===== config.mk =====
export PLATFORM = sky130hd
export DESIGN_NAME = hps_reset_sequencer
export DESIGN_NICKNAME = d
export VERILOG_FILES = /design/src/rtl/hps_reset_sequencer.sv
export SDC_FILE = /design/constraint.sdc
export NUM_CORES = 1
export LEC_CHECK = 0
export CAP_MARGIN = 15
export CORE_UTILIZATION = 55
export CTS_CLUSTER_SIZE = 8
export DETAILED_ROUTE_END_ITERATION = 16
export GPL_ROUTABILITY_DRIVEN = 0
export PLACE_DENSITY = 0.9
export SYNTH_ARGS = -nofsm -noshare
export SYNTH_HDL_FRONTEND = slang
export SYNTH_SLANG_ARGS = --single-unit

===== constraint.sdc =====
create_clock -name clk -period 4.8 [get_ports clk]
set_input_delay 0.72 -clock clk [delete_from_list [all_inputs] [get_ports clk]]
set_output_delay 0.72 -clock clk [all_outputs]
set_load 0.03 [all_outputs]

===== src/rtl/hps_reset_sequencer.sv =====
// hps_reset_sequencer: holds FPGA reset domains after any reset source, then releases them one by one in index order.
module hps_reset_sequencer #(
  parameter int NUM_STAGES  = 3,
  parameter int HOLD_CYCLES = 16,
  parameter int STAGE_DELAY = 8,
  parameter int CNT_WIDTH   = 8
) (
  input  logic                  clk,
  input  logic                  rst,
  input  logic                  h2f_reset_n,
  input  logic                  pll_locked,
  input  logic                  sw_reset_req,
  output logic [NUM_STAGES-1:0] fpga_reset_n,
  output logic                  seq_busy,
  output logic                  seq_done,
  output logic [7:0]            reset_count
);
  localparam int IW = $clog2(NUM_STAGES + 1);
  localparam logic [CNT_WIDTH-1:0]  HOLD_LAST = CNT_WIDTH'(HOLD_CYCLES - 1);
  localparam logic [CNT_WIDTH-1:0]  DLY_LAST  = CNT_WIDTH'(STAGE_DELAY - 1);
  localparam logic [CNT_WIDTH-1:0]  CNT_ONE   = CNT_WIDTH'(1);
  localparam logic [IW-1:0]         LAST_IDX  = IW'(NUM_STAGES - 1);
  localparam logic [IW-1:0]         IDX_ONE   = IW'(1);
  localparam logic [NUM_STAGES-1:0] STAGE0    = NUM_STAGES'(1);
  typedef enum logic [1:0] {ASSERT, RELEASE, RUN} state_e;
  state_e                state_q;
  logic [1:0]            h_sync_q, p_sync_q, s_sync_q;
  logic                  s_prev_q;
  logic [CNT_WIDTH-1:0]  cnt_q;
  logic [IW-1:0]         idx_q;
  logic [NUM_STAGES-1:0] rstn_q;
  logic [7:0]            count_q;
  logic                  sw_pulse, src_active;
  always_ff @(posedge clk) begin
    if (rst) begin
      h_sync_q <= '0;
      p_sync_q <= '0;
      s_sync_q <= '0;
      s_prev_q <= 1'b0;
    end else begin
      h_sync_q <= {h_sync_q[0], h2f_reset_n};
      p_sync_q <= {p_sync_q[0], pll_locked};
      s_sync_q <= {s_sync_q[0], sw_reset_req};
      s_prev_q <= s_sync_q[1];
    end
  end
  assign sw_pulse   = s_sync_q[1] & ~s_prev_q;
  assign src_active = ~h_sync_q[1] | ~p_sync_q[1] | sw_pulse;
  // A source seen outside ASSERT always wins, even over a release due on the same edge.
  always_ff @(posedge clk) begin
    if (rst) begin
      state_q <= ASSERT;
      cnt_q   <= '0;
      idx_q   <= '0;
      rstn_q  <= '0;
      count_q <= '0;
    end else if (state_q == ASSERT) begin
      rstn_q <= '0;
      if (src_active) begin
        cnt_q <= '0;
      end else if (cnt_q == HOLD_LAST) begin
        state_q <= (NUM_STAGES == 1) ? RUN : RELEASE;
        rstn_q  <= STAGE0;
        cnt_q   <= '0;
        idx_q   <= IDX_ONE;
      end else begin
        cnt_q <= cnt_q + CNT_ONE;
      end
    end else if (src_active) begin
      state_q <= ASSERT;
      rstn_q  <= '0;
      cnt_q   <= '0;
      count_q <= (count_q == 8'hFF) ? count_q : count_q + 8'd1;
    end else if (state_q == RELEASE) begin
      if (cnt_q == DLY_LAST) begin
        rstn_q  <= rstn_q | (STAGE0 << idx_q);
        cnt_q   <= '0;
        idx_q   <= idx_q + IDX_ONE;
        state_q <= (idx_q == LAST_IDX) ? RUN : RELEASE;
      end else begin
        cnt_q <= cnt_q + CNT_ONE;
      end
    end
  end
  assign fpga_reset_n = rstn_q;
  assign seq_busy     = state_q != RUN;
  assign seq_done     = state_q == RUN;
  assign reset_count  = count_q;
endmodule

==> metrics.log <==
[metrics] outcome: complete, no violations
[metrics] area fraction in compound gates after synthesis: 17.6%
[metrics] Worst-Margin Slew: 0.849 ns
[metrics] fin crit share: 54.4%
[metrics] chip width: 53.2 um
[metrics] Cell Count, Final, Fillers Out: 209
[metrics] critical setup path kind: reg -> out
[metrics] die footprint: 2830 um^2
[metrics] Unique masters post-synth: 42
[metrics] HPWL reported at the end of detailed placement: 2.01 mm
[metrics] CP required: 4.08 ns
[metrics] CP startpoint kind: register
[metrics] Synth Area in XOR/XNOR: 1.82%
[metrics] share of the yosys chip area belonging to registers: 41.7%
[metrics] num ports: 18
[metrics] DRT iter0 DRCs: 22
[metrics] f_max: 0.383 GHz
[metrics] overall overflow remaining after global route: 0
[metrics] number of vias per cell: 5.87
[metrics] hold violation count in the final report: 0
[metrics] DRC errors left: 0
[metrics] GRT Overall Usage: 24.4%
[metrics] cell total after placement: 201
[metrics] Synthesis Warnings: 0
[metrics] I/O Buffers: 17
[metrics] adder and majority gate portion of the synthesized area: 4.34%
[metrics] post-CTS clock slew at the launch and capture registers of the worst setup and hold paths: 0.10 ns
[metrics] static leakage: 0.546 nW
[metrics] largest net degree at the start of global routing: 23
[metrics] remaining antenna violation count: 0
[metrics] critical path peak fanout: 11
[metrics] unrepaired setup endpoints after global routing: false
[metrics] proportion of synthesized area in mux cells: 2.26%
[metrics] post-synthesis cell area: 1440 um^2
[metrics] number of H-tree branching levels: 2
[metrics] wire length per cell: 13.4 um
[metrics] Slew Viols, Final: 0
[metrics] main combinational cell family by area after synthesis: simple AND/OR/NAND/NOR gates
[metrics] number of maximum-capacitance violations: 0
[metrics] Mean Syn Cell Area: 9.01 um^2
[metrics] Post-CTS Hold Buffers: 0
[metrics] via count of the first global-routing pass: 1,111
[metrics] fin crit period: 2.61 ns
[metrics] Cell Rows: 18
[metrics] y dimension of the die: 53.2 um
[metrics] type of the worst min-delay path: reg -> reg
[metrics] FF+latch count, synth: 30
[metrics] area grow syn2layout: 17.4%
[metrics] fraction of final layout cells sized beyond drive strength 1: 10.6%
[metrics] worst reg2reg setup slack: 2.82 ns
[metrics] fillcell total: 209
[metrics] TritonCTS buffer count: 5
[metrics] Peak supply drop: 0.000254 V
[metrics] number of cells produced by synthesis: 160
[metrics] kind of end point of the critical path: primary output
[metrics] initial core utilization: 58.2%
[metrics] slew margin rel.: 43.0%
[metrics] CTS tree: done
[metrics] Post CTS Setup Buffer Count: 0
[metrics] count of inserted antenna diode cells: 0
[metrics] buffer depth of the longest clock path: 2
[metrics] net total in the final layout: 188
[metrics] number of synthesized flops with an enable pin: 0
[metrics] Mapped Nets: 170
[metrics] number of sinks driven by the clock tree: 30
[metrics] post-cts sizing count: 0
[metrics] antenna violations before repair: 0
[metrics] most frequently used flop master after synthesis: sky130_fd_sc_hd__dfxtp_1
[metrics] vias post-DR: 1,226
[metrics] power per cell area: 272 nW/um^2
[metrics] core outline area: 2480 um^2
[metrics] wire length after detailed routing: 2.80 mm
[metrics] final number of setup-violating endpoints: 0
[metrics] Worst Clk Skew: 0.00772 ns
[metrics] clock root buffer master: sky130_fd_sc_hd__clkbuf_4
[metrics] Data arrival, critical path: 1.89 ns
[metrics] later-pin clock latency in the skew report: 0.34 ns
[metrics] drt first pass iters: 4
[metrics] simple-gate share of the synthesized area: 27.6%
[metrics] Async SR Flop Fraction: 0%
[metrics] global-route wire length before repair: 4.80 mm
[metrics] total negative setup slack: 0 ns
critical path, cell delays in order (launching register included):
cell and delay, ns:
sky130_fd_sc_hd__dfxtp_1 0.68, sky130_fd_sc_hd__nand2b_1 0.14, sky130_fd_sc_hd__inv_1 0.07, sky130_fd_sc_hd__clkdlybuf4s50_1 0.66
worst paths after layout:
kind,from,endpoint,cells after the start
setup / recovery,state_q[1],seq_done,3
hold / removal,h_sync_q[0],h_sync_q[1],1
setup reg to reg,state_q[1],cnt_q[3],4
hold reg to reg,h_sync_q[0],h_sync_q[1],1
kinds of logic after synthesis:
kind of cell / Yosys count
buffers and inverters: 15
muxes: 3
and+or+nand+nor: 66
AOI/OAI and AO/OA: 38
DFF: 30
adders and majority gates: 5
xor gates and xnor gates: 3
report_power, final:
group	total (mW)	internal, mW	switching [mW]	leakage [nW]
Sequential	0.252	0.251	0.000772	0.243
Clock	0.200	0.108	0.0921	0.0450
Combinational	0.00916	0.00472	0.00444	0.258
Yosys cell counts (4+ instances only):
master,n,area share [%]
sky130_fd_sc_hd__nor2_1,6,1.6
sky130_fd_sc_hd__inv_1,9,2.3
sky130_fd_sc_hd__o21ai_0,7,2.4
sky130_fd_sc_hd__nand2_1,11,2.9
sky130_fd_sc_hd__nor3_1,8,2.8
sky130_fd_sc_hd__dfxtp_1,30,42
sky130_fd_sc_hd__ha_1,5,4.3
sky130_fd_sc_hd__nand3_1,5,1.7
sky130_fd_sc_hd__or3_1,4,1.7
sky130_fd_sc_hd__or4_1,4,2.1
sky130_fd_sc_hd__a21oi_1,14,4.9
sky130_fd_sc_hd__o31ai_1,5,2.6
sky130_fd_sc_hd__nor2b_1,10,4.3
cells in the final DEF, fill, tap and decap left out, types with 2 or more instances in the layout:
cell	Yosys	layout
sky130_fd_sc_hd__dfxtp_1	30	30
sky130_fd_sc_hd__clkbuf_4	0	5
sky130_fd_sc_hd__and3_1	3	3
sky130_fd_sc_hd__or2_2	2	2
sky130_fd_sc_hd__mux2_2	2	2
sky130_fd_sc_hd__or3_1	4	4
sky130_fd_sc_hd__nand2_1	11	11
sky130_fd_sc_hd__nor2_1	6	6
sky130_fd_sc_hd__clkinv_2	0	2
sky130_fd_sc_hd__ha_1	5	5
sky130_fd_sc_hd__and4_1	2	2
sky130_fd_sc_hd__clkdlybuf4s50_1	0	17
sky130_fd_sc_hd__xnor2_1	3	3
sky130_fd_sc_hd__o31ai_1	5	5
sky130_fd_sc_hd__nand3_1	5	5
sky130_fd_sc_hd__a21oi_1	14	14
sky130_fd_sc_hd__o21ai_0	7	7
sky130_fd_sc_hd__or4_1	4	4
sky130_fd_sc_hd__nor2b_1	10	10
sky130_fd_sc_hd__o21ai_1	2	2
sky130_fd_sc_hd__inv_1	9	9
sky130_fd_sc_hd__nor4_1	3	3
sky130_fd_sc_hd__o22ai_1	2	2
sky130_fd_sc_hd__nor3_1	8	8
final cells by class:
cell class	instances	area [um^2]	share of cell area, %
clock buffer	5	37.5	2.22
clock inverter	3	40.0	2.37
inverter	9	33.8	2.00
multi-input combinational	115	773	45.7
sequential	30	601	35.5
tap	30	37.5	2.22
timing repair buffer	17	170	10.1
through the flow:
stage / power, mW / util, % / worst slack (ns) / instance area [um^2] / hold WS, ns
final: 0.461 / 68.3 / 2.19 / 1690 / 0.464
after CTS: 0.464 / 68.3 / 2.18 / 1690 / 0.466
after global placement: 0.266 / 65.2 / 2.22 / 1620 / 0.418
after floorplan: 0.263 / - / 3.11 / 1440 / 0.414
after global routing: 0.475 / 68.3 / 2.05 / 1690 / 0.487
after detailed placement: 0.267 / 65.2 / 2.14 / 1620 / 0.437
state kept, by name, summed over array words and instances, names as in the netlist:
register and count:
s_sync_q 2, s_prev_q 1, reset_count 8, cnt_q 8, state_q 2, fpga_reset_n 3, p_sync_q 2, idx_q 2
h_sync_q 2
routing by layer:
layer | routed length, um | GRT usage [%] | share of wire, % | vias up
li1 | - | - | - | 616
met1 | 1160 | 26.5 | 42 | 566
met2 | 1430 | 41.4 | 51 | 33
met3 | 139 | 8.91 | 5.0 | 11
met4 | 66 | 11.8 | 2.4 | 0
met5 | 0 | 0 | 0 | -
Power figures use the tool's default switching activity.
